**src/rtl/tlu_dut_rx.sv**
```systemverilog
// DUT-side receiver of the TLU trigger/busy handshake: detects triggers, raises busy,
// optionally clocks in the trigger number, and hands ID + timestamp to readout.
module tlu_dut_rx #(
    parameter int TRIG_ID_WIDTH = 15,
    parameter int TS_WIDTH      = 32
) (
    input  logic                     SYS_CLK,
    input  logic                     SYS_RST_N,
    input  logic                     EN,
    input  logic                     CONF_DATA_MODE,
    input  logic [7:0]               CONF_HALF_PERIOD,
    input  logic                     DUT_READY,
    input  logic                     TLU_TRIGGER,
    input  logic                     TLU_RESET,
    output logic                     TLU_BUSY,
    output logic                     TLU_CLOCK,
    output logic [TRIG_ID_WIDTH-1:0] TRIG_ID,
    output logic [TS_WIDTH-1:0]      TRIG_TIMESTAMP,
    output logic                     TRIG_VALID,
    output logic                     RESET_PULSE,
    output logic [7:0]               SKIP_CNT
);

    localparam int BW = (TRIG_ID_WIDTH > 1) ? $clog2(TRIG_ID_WIDTH) : 1;

    typedef enum logic [2:0] {
        IDLE,
        BUSY_WAIT,
        SHIFT,
        DONE,
        HOLD
    } state_t;

    state_t                   state_q;
    logic                     trig_meta_q, trig_s_q, trig_s_dly_q;
    logic                     rst_meta_q, rst_s_q, rst_s_dly_q;
    logic                     trig_edge, rst_edge;
    logic [TS_WIDTH-1:0]      ts_q, ts_hold_q, ts_out_q, ts_cap;
    logic [TRIG_ID_WIDTH-1:0] sr_q, id_q, id_cnt_q;
    logic [7:0]               skip_q, h_q, half_sel;
    logic [8:0]               cnt_q;
    logic [BW-1:0]            bit_q;
    logic                     busy_q, clk_q, valid_q, reset_pulse_q;
    logic                     last_high, last_low;

    // Synchronisers preset to 1 so a line already high at reset release is not an edge.
    always_ff @(posedge SYS_CLK or negedge SYS_RST_N) begin
        if (!SYS_RST_N) begin
            trig_meta_q  <= 1'b1;
            trig_s_q     <= 1'b1;
            trig_s_dly_q <= 1'b1;
            rst_meta_q   <= 1'b1;
            rst_s_q      <= 1'b1;
            rst_s_dly_q  <= 1'b1;
        end else begin
            trig_meta_q  <= TLU_TRIGGER;
            trig_s_q     <= trig_meta_q;
            trig_s_dly_q <= trig_s_q;
            rst_meta_q   <= TLU_RESET;
            rst_s_q      <= rst_meta_q;
            rst_s_dly_q  <= rst_s_q;
        end
    end

    assign trig_edge = trig_s_q & ~trig_s_dly_q;
    assign rst_edge  = rst_s_q & ~rst_s_dly_q;
    assign ts_cap    = rst_edge ? '0 : ts_q;
    assign half_sel  = (CONF_HALF_PERIOD < 8'd8) ? 8'd8 : CONF_HALF_PERIOD;
    assign last_high = (cnt_q == ({1'b0, h_q} - 9'd1));
    assign last_low  = (cnt_q == ({h_q, 1'b0} - 9'd1));

    always_ff @(posedge SYS_CLK or negedge SYS_RST_N) begin
        if (!SYS_RST_N) begin
            ts_q          <= '0;
            skip_q        <= '0;
            reset_pulse_q <= 1'b0;
        end else begin
            reset_pulse_q <= rst_edge;
            ts_q          <= rst_edge ? '0 : ts_q + 1'b1;
            if (rst_edge)
                skip_q <= '0;
            else if (trig_edge && state_q != IDLE && skip_q != 8'hFF)
                skip_q <= skip_q + 8'd1;
        end
    end

    always_ff @(posedge SYS_CLK or negedge SYS_RST_N) begin
        if (!SYS_RST_N) begin
            state_q   <= IDLE;
            busy_q    <= 1'b0;
            clk_q     <= 1'b0;
            valid_q   <= 1'b0;
            id_q      <= '0;
            ts_out_q  <= '0;
            ts_hold_q <= '0;
            sr_q      <= '0;
            id_cnt_q  <= '0;
            h_q       <= 8'd8;
            cnt_q     <= '0;
            bit_q     <= '0;
        end else begin
            valid_q <= 1'b0;
            case (state_q)
                IDLE: begin
                    if (trig_edge && EN) begin
                        busy_q    <= 1'b1;
                        ts_hold_q <= ts_cap;
                        h_q       <= half_sel;
                        cnt_q     <= '0;
                        bit_q     <= '0;
                        if (CONF_DATA_MODE) begin
                            state_q <= BUSY_WAIT;
                        end else begin
                            state_q  <= DONE;
                            valid_q  <= 1'b1;
                            id_q     <= id_cnt_q;
                            ts_out_q <= ts_cap;
                            id_cnt_q <= id_cnt_q + 1'b1;
                        end
                    end
                end
                BUSY_WAIT: begin
                    if (last_low) begin
                        state_q <= SHIFT;
                        cnt_q   <= '0;
                        clk_q   <= 1'b1;
                    end else begin
                        cnt_q <= cnt_q + 9'd1;
                    end
                end
                SHIFT: begin
                    if (last_high) begin
                        // Bits arrive LSB first: shift in from the top.
                        sr_q  <= {trig_s_q, sr_q[TRIG_ID_WIDTH-1:1]};
                        clk_q <= 1'b0;
                        cnt_q <= cnt_q + 9'd1;
                    end else if (last_low) begin
                        if (bit_q == BW'(TRIG_ID_WIDTH - 1)) begin
                            state_q  <= DONE;
                            valid_q  <= 1'b1;
                            id_q     <= sr_q;
                            ts_out_q <= ts_hold_q;
                        end else begin
                            bit_q <= bit_q + BW'(1);
                            cnt_q <= '0;
                            clk_q <= 1'b1;
                        end
                    end else begin
                        cnt_q <= cnt_q + 9'd1;
                    end
                end
                DONE: begin
                    state_q <= HOLD;
                end
                HOLD: begin
                    if (DUT_READY && !trig_s_q) begin
                        state_q <= IDLE;
                        busy_q  <= 1'b0;
                    end
                end
                default: begin
                    state_q <= IDLE;
                    busy_q  <= 1'b0;
                    clk_q   <= 1'b0;
                end
            endcase
            if (rst_edge)
                id_cnt_q <= '0;
        end
    end

    assign TLU_BUSY       = busy_q;
    assign TLU_CLOCK      = clk_q;
    assign TRIG_ID        = id_q;
    assign TRIG_TIMESTAMP = ts_out_q;
    assign TRIG_VALID     = valid_q;
    assign RESET_PULSE    = reset_pulse_q;
    assign SKIP_CNT       = skip_q;

endmodule
```
**config.mk**
```make
export PLATFORM = sky130hd
export DESIGN_NAME = tlu_dut_rx
export DESIGN_NICKNAME = d
export VERILOG_FILES = /design/src/rtl/tlu_dut_rx.sv
export SDC_FILE = /design/constraint.sdc
export NUM_CORES = 1
export LEC_CHECK = 0
export CAP_MARGIN = 10
export CORE_ASPECT_RATIO = 0.6
export CORE_MARGIN = 5
export CORE_UTILIZATION = 60
export DETAILED_ROUTE_END_ITERATION = 10
export PLACE_DENSITY = 0.82
export SLEW_MARGIN = 5
export SYNTH_ARGS = -nofsm -noshare
export SYNTH_HDL_FRONTEND = slang
export SYNTH_SLANG_ARGS = --single-unit
export TNS_END_PERCENT = 20
```
**constraint.sdc**
```tcl
create_clock -name SYS_CLK -period 5.72 [get_ports SYS_CLK]
set_input_delay 1.144 -clock SYS_CLK [delete_from_list [all_inputs] [get_ports SYS_CLK]]
set_output_delay 1.144 -clock SYS_CLK [all_outputs]
set_load 0.005 [all_outputs]
```
---- After elaboration in Yosys (flattened, before gate mapping) ----
Cells that the tools add are included.
operators by class
  $add $sub $neg .......................... 7
  $lt $le $gt $ge ......................... 1
  equality and inequality tests ........... 20
  muxes and demuxes ....................... 54
  bitwise logic cells ..................... 6
  reduce and logical (&&, ||, !) cells .... 23
operator list
  operator                 number
  $mux W32                 7
  $mux W15                 9
  $pmux W32 S2             1
  $mux W9                  5
  $add A32 B1 Y32 const B  1
  $pmux W15 S2             1
  $pmux W9 S3              1
  $mux W8                  3
  $eq A9 B9 Y1             2
  $mux W3                  6
  $mux W4                  4
  $ne A2 B2 Y1 const B     8
  $add A15 B1 Y15 const B  1
  $pmux W3 S5              1
  $reduce_and A6 Y1        2
  $mux W1                  11
  $add A9 B1 Y9 const B    1
  $reduce_and A3 Y1        3
  $sub A8 B1 Y9 const B    1
  $sub A9 B1 Y9 const B    1
  $add A8 B1 Y8 const B    1
  $lt A8 B4 Y1 const B     1
  $ne A8 B8 Y1 const B     1
  $pmux W4 S2              1
  22 further kinds         38
word-level totals
  register bits ........................... 183
  input port bits ......................... 15
  logic and storage cells ................. 132

---- Depth between registers and ports, before layout ----
  word-level depth ........................ 6
  depth in mapped cells ................... 13
  gate-level depth less buffers ........... 9

---- Worst setup path before layout ----
Ideal clock, no wire load.
  kind .................................... register to register
  start point ............................. reg h_q[0]
  end point ............................... reg ts_out_q[12] (netlist: TRIG_TIMESTAMP[12])
  setup time .............................. 0.125 ns
  arrival time ............................ 3.206 ns
  path slack .............................. 2.389 ns
  stages on the path, launching flop included .. 13
  buffers on the path ..................... 3
  path through ............................ dfrtp_1 > inv_1 > ha_1 > clkbuf_4 > or4b_4 > or4b_1 > a21bo_1 > o21ai_4 > a21oi_1 > a31oi_1 > buf_2 > buf_4 > mux2_2
on the way
  cells in the longest elaborated chain, start to end .. 4
  elaborated cells on any way between the ends .. 7
  those cells by class .................... 2 x add/sub; 4 x eq/ne; 1 x reduce/logical
ends and longest elaborated chain
  element                                         RTL line  text
  start: declaration                              40        logic [7:0] skip_q, h_q, half_sel;
  start signal: assignment                        108       h_q <= half_sel;
  $sub A9 B1 Y9 or $sub A8 B1 Y9 (tied branches)  70, 69
  $eq A9 B9 Y1, on equally long branches          70, 69
  $ne A2 B2 Y1 (no line)                          n/a
  $reduce_and A6 Y1 (no line) (*)                 n/a
  end signal: assignment                          117       ts_out_q <= ts_cap;
  end signal: assignment                          142       ts_out_q <= ts_hold_q;
  end: declaration                                38        logic [TS_WIDTH-1:0] ts_q, ts_hold_q, ts_out_q, ts_cap;
Mark *: on every way between the ends. The rest lies on a longest branch, timed or not.
A chain may end at the register's enable or synchronous reset.

---- Final worst setup path ----
  start point ............................. reg h_q[0]
  end point ............................... reg id_q[6] (netlist: TRIG_ID[6])
on the way
  cells in the longest elaborated chain, start to end .. 4
  elaborated cells on any way between the ends .. 7
  those cells by class .................... 2 x add/sub; 4 x eq/ne; 1 x reduce/logical
ends and longest elaborated chain
  element                                         RTL line  text
  $sub A9 B1 Y9 or $sub A8 B1 Y9 (tied branches)  70, 69
  $eq A9 B9 Y1, on equally long branches          70, 69
  $ne A2 B2 Y1 (no line)                          n/a
  $reduce_and A6 Y1 (no line) (*)                 n/a
  end signal: assignment                          116       id_q <= id_cnt_q;
  end signal: assignment                          141       id_q <= sr_q;
  end: declaration                                39        logic [TRIG_ID_WIDTH-1:0] sr_q, id_q, id_cnt_q;
Marks and branches as above.

==> impl_metrics.json <==
{
  "cts_tree": "built",
  "swShare": 0.338,
  "r2r_start": "h_q[0]$_DFFE_PN0P_",
  "power.share.clock": 0.325,
  "grt_max_degree": 112,
  "cts-root-buf": "clkbuf_16",
  "regArea_sq_um": 4590,
  "start_util": 0.606,
  "die_y_microns": 103,
  "crit_path_top_delay_cell": "a31oi_4",
  "max-slew-margin-rel": 0.319,
  "vias": 6533,
  "syn_inst": 886,
  "place.gp.congestion": 0.891,
  "die_x_microns": 166,
  "fmax_mhz": 239,
  "core_area_sq_um": 14400,
  "cts.sinks": 183,
  "worstMarginPinSlew_ps": 1020,
  "ir_drop_uv": 202,
  "combPwrFrac": 0.223,
  "yosys.cell_types.count": 65,
  "synth_edf_count": 0,
  "drive_gt1_frac": 0.130,
  "ff2ff_path_depth": 10,
  "wl_per_cell_microns": 16.3,
  "area_delta_synth_final_pct": 16.3,
  "ys.flop_type": "dfrtp_1",
  "period_needed_ps": 4190,
  "post-dp-hpwl_mm": 12.0,
  "worst-setup-path-type": "flop to flop",
  "path_max_fanout": 21,
  "n_antenna_cell": 0,
  "routed_wl_mm": 18.8,
  "setup_viol": 0,
  "io_pins": 74,
  "outcome": "finished clean",
  "drc": 0,
  "clock_skew_ps": 15.6,
  "power_density_nw_per_um2": 342,
  "rrSetupSlack_ps": 1530,
  "startpoint_type": "flop",
  "clk_pin_slew_ps": 70,
  "layout.nets": 960,
  "worstHoldStart": "trig_meta_q$_DFF_PN1_",
  "fillCellCount": 1066,
  "crit_arrival_ps": 4500,
  "p_leak_nw": 4.62,
  "rsz0062_at_grt": "false",
  "fin_tns_setup_ps": 0,
  "whs_path_depth": 0,
  "synthArstFlopShare": 1.00,
  "switching_power_mw": 1.17,
  "period_share": 0.733,
  "drv_slew": 0,
  "worstHoldEndpoint": "trig_s_q$_DFF_PN1_",
  "p_total_mw": 3.47,
  "final_hold_viol_count": 0,
  "clockBufferDepth": 2,
  "fp.dieArea_sq_um": 17100,
  "first_pass_iters": 5,
  "ys_warn_count": 0,
  "ant_nets": 0,
  "viasPerCell": 5.69,
  "antenna_found_initial": 0,
  "cts_resized": 0,
  "p_seq_frac": 0.452,
  "cp.required_ps": 6030,
  "overflow": 0,
  "r2r-end": "TRIG_ID[6]$_DFFE_PN0P_",
  "drv_cap": 0,
  "fin_area_sq_um": 10100,
  "drt_iter0_drc": 628,
  "cts_setup_buffers": 0,
  "cts_max_level": 4,
  "grt_pass1_wl_mm": 31.5,
  "grtUsageTotal": 0.231,
  "cts_buffers": 17,
  "worstPathCellList": "inv_1 -> ha_1 -> or4b_4 -> or4b_1 -> a21bo_1 -> o21ai_4 -> a21oi_1 -> a31oi_4 -> buf_4 -> mux2_2",
  "cts_hold_buf": 0,
  "hold_path_class": "flop to flop",
  "grt_pass1_vias": 6292,
  "ys_seq_area_frac": 0.527,
  "syn_area_per_cell_sq_um": 9.83,
  "rows": 34,
  "clock_latency_ps": 430,
  "portBuffers": 73,
  "critPathMaxStageDelay_ps": 790,
  "synth_fp_nets": 908,
  "syn_area_sq_um": 8710,
  "endpoint_kind": "flop",
  "ys_seq_elements": 183,
  "internal_power_mw": 2.30,
  "multi_input_comb_area_sq_um": 3890,
  "placedInstanceArea_sq_um": 9580
}
-- worst max-delay path: cells and delay by family, from the launching register on --
family                     cells  cell delay, ps
muxes                          1             360
DFF                            1             470
buffers and inverters          2             480
and+or+nand+nor                2            1080
adders and majority gates      1             350
AOI/OAI and AO/OA              4            1340
-- cell usage after synthesis, types with 2 or more instances --
| cell | n | area (sq um) |
|---|---|---|
| a211oi_1 | 2 | 15.0 |
| a21o_1 | 2 | 15.0 |
| a21oi_1 | 16 | 80.1 |
| a221o_1 | 3 | 30.0 |
| a22o_1 | 2 | 17.5 |
| a31oi_1 | 3 | 18.8 |
| a32o_1 | 2 | 20.0 |
| and2_1 | 8 | 50.1 |
| and3_1 | 10 | 62.6 |
| and3b_1 | 3 | 26.3 |
| and4_1 | 2 | 17.5 |
| buf_1 | 6 | 22.5 |
| buf_2 | 4 | 20.0 |
| buf_4 | 2 | 15.0 |
| clkbuf_1 | 35 | 131 |
| dfrtp_1 | 176 | 4400 |
| dfstp_2 | 7 | 184 |
| ha_1 | 7 | 87.6 |
| inv_1 | 12 | 45.0 |
| mux2_2 | 63 | 709 |
| mux2i_1 | 2 | 20.0 |
| nand2_1 | 190 | 713 |
| nand2b_1 | 9 | 56.3 |
| nand3_1 | 32 | 160 |
| nand4_1 | 11 | 68.8 |
| nor2_1 | 72 | 270 |
| nor2b_1 | 4 | 25.0 |
| nor3_1 | 7 | 35.0 |
| nor4_1 | 2 | 12.5 |
| o211ai_1 | 3 | 22.5 |
| o21ai_0 | 81 | 405 |
| o21bai_1 | 3 | 22.5 |
| o311ai_0 | 2 | 17.5 |
| or2_2 | 2 | 12.5 |
| or3_1 | 8 | 50.1 |
| or4_1 | 3 | 22.5 |
| or4b_1 | 3 | 30.0 |
| xnor2_1 | 22 | 193 |
| xor2_1 | 39 | 342 |
-- sequential cells by signal (all words and copies together) (netlist names), 3 cells and up --
register	count
state_q	3
ts_q	32
bit_q	4
SKIP_CNT	8
cnt_q	9
h_q	8
TRIG_ID	15
sr_q	15
ts_hold_q	32
TRIG_TIMESTAMP	32
id_cnt_q	15
-- final cells by class --
cell class	instances	area share
Clock buffer	17	0.0420
Clock inverter	15	0.0131
Inverter	13	0.00481
Multi-Input combinational cell	641	0.384
Sequential cell	183	0.453
Tap cell	198	0.0244
Timing Repair Buffer	82	0.0789
-- through the flow --
step / hold slack (ps) / utilization / worst slack, ps / std cells
6_report: 357 / 0.705 / 1530 / 1149
3_3_place_gp: 347 / 0.666 / 1670 / 1117
5_1_grt: 364 / 0.705 / 1370 / 1149
2_1_floorplan: 345 / - / 2390 / 886
4_1_cts: 358 / 0.705 / 1530 / 1149
3_5_place_dp: 348 / 0.666 / 1540 / 1117
-- cells by family (layout without fill, tap and decap cells) --
logic type      count (synthesis)  count (layout)  synth area share
compound gates                136             136            0.0965
xor+xnor                       61              61            0.0613
fa+ha+maj                       7               7            0.0101
buf+inv                        62             127            0.0294
flops                         183             183             0.527
mux                            65              65            0.0837
simple gates                  372             372             0.192
-- how the worst max path moves through the flow --
stage	slack [ps]	cells past startpoint	start	end
6_report	1530	10	h_q[0]$_DFFE_PN0P_	TRIG_ID[6]$_DFFE_PN0P_
5_1_grt	1370	10	h_q[0]$_DFFE_PN0P_	TRIG_TIMESTAMP[27]$_DFFE_PN0P_
4_1_cts	1530	10	h_q[0]$_DFFE_PN0P_	TRIG_ID[6]$_DFFE_PN0P_
3_5_place_dp	1540	10	h_q[0]$_DFFE_PN0P_	TRIG_TIMESTAMP[4]$_DFFE_PN0P_
3_3_place_gp	1670	10	h_q[0]$_DFFE_PN0P_	TRIG_ID[9]$_DFFE_PN0P_
2_1_floorplan	2390	12	h_q[0]$_DFFE_PN0P_	TRIG_TIMESTAMP[12]$_DFFE_PN0P_
-- power by group through the flow --
| stage | clock network, mW | registers (mW) | logic, mW |
|---|---|---|---|
| after floorplan | 0 | 1.52 | 0.599 |
| after global routing | 1.20 | 1.59 | 0.861 |
| after global placement | 0 | 1.58 | 0.749 |
| final | 1.13 | 1.57 | 0.774 |
| after detailed placement | 0 | 1.58 | 0.769 |
| after CTS | 1.14 | 1.56 | 0.776 |
-- per-layer routing --
layer  track usage  part of all wire
met5             0                 0
met2         0.343              0.43
met3        0.0432             0.057
met1         0.355              0.50
met4        0.0583             0.010
-- cell usage in the layout (no fill, tap or decap), types with 9 or more instances in the layout --
master / instances
clkbuf_16: 17
nor2_1: 71
xor2_1: 39
inv_1: 12
nand2_1: 189
nand4_1: 11
clkdlybuf4s50_1: 72
o21ai_0: 81
mux2_2: 63
xnor2_1: 22
dfrtp_1: 176
a21oi_1: 16
nand3_1: 32
buf_4: 9
nand2b_1: 9
and3_1: 10
(Power assumes the default switching activity.)
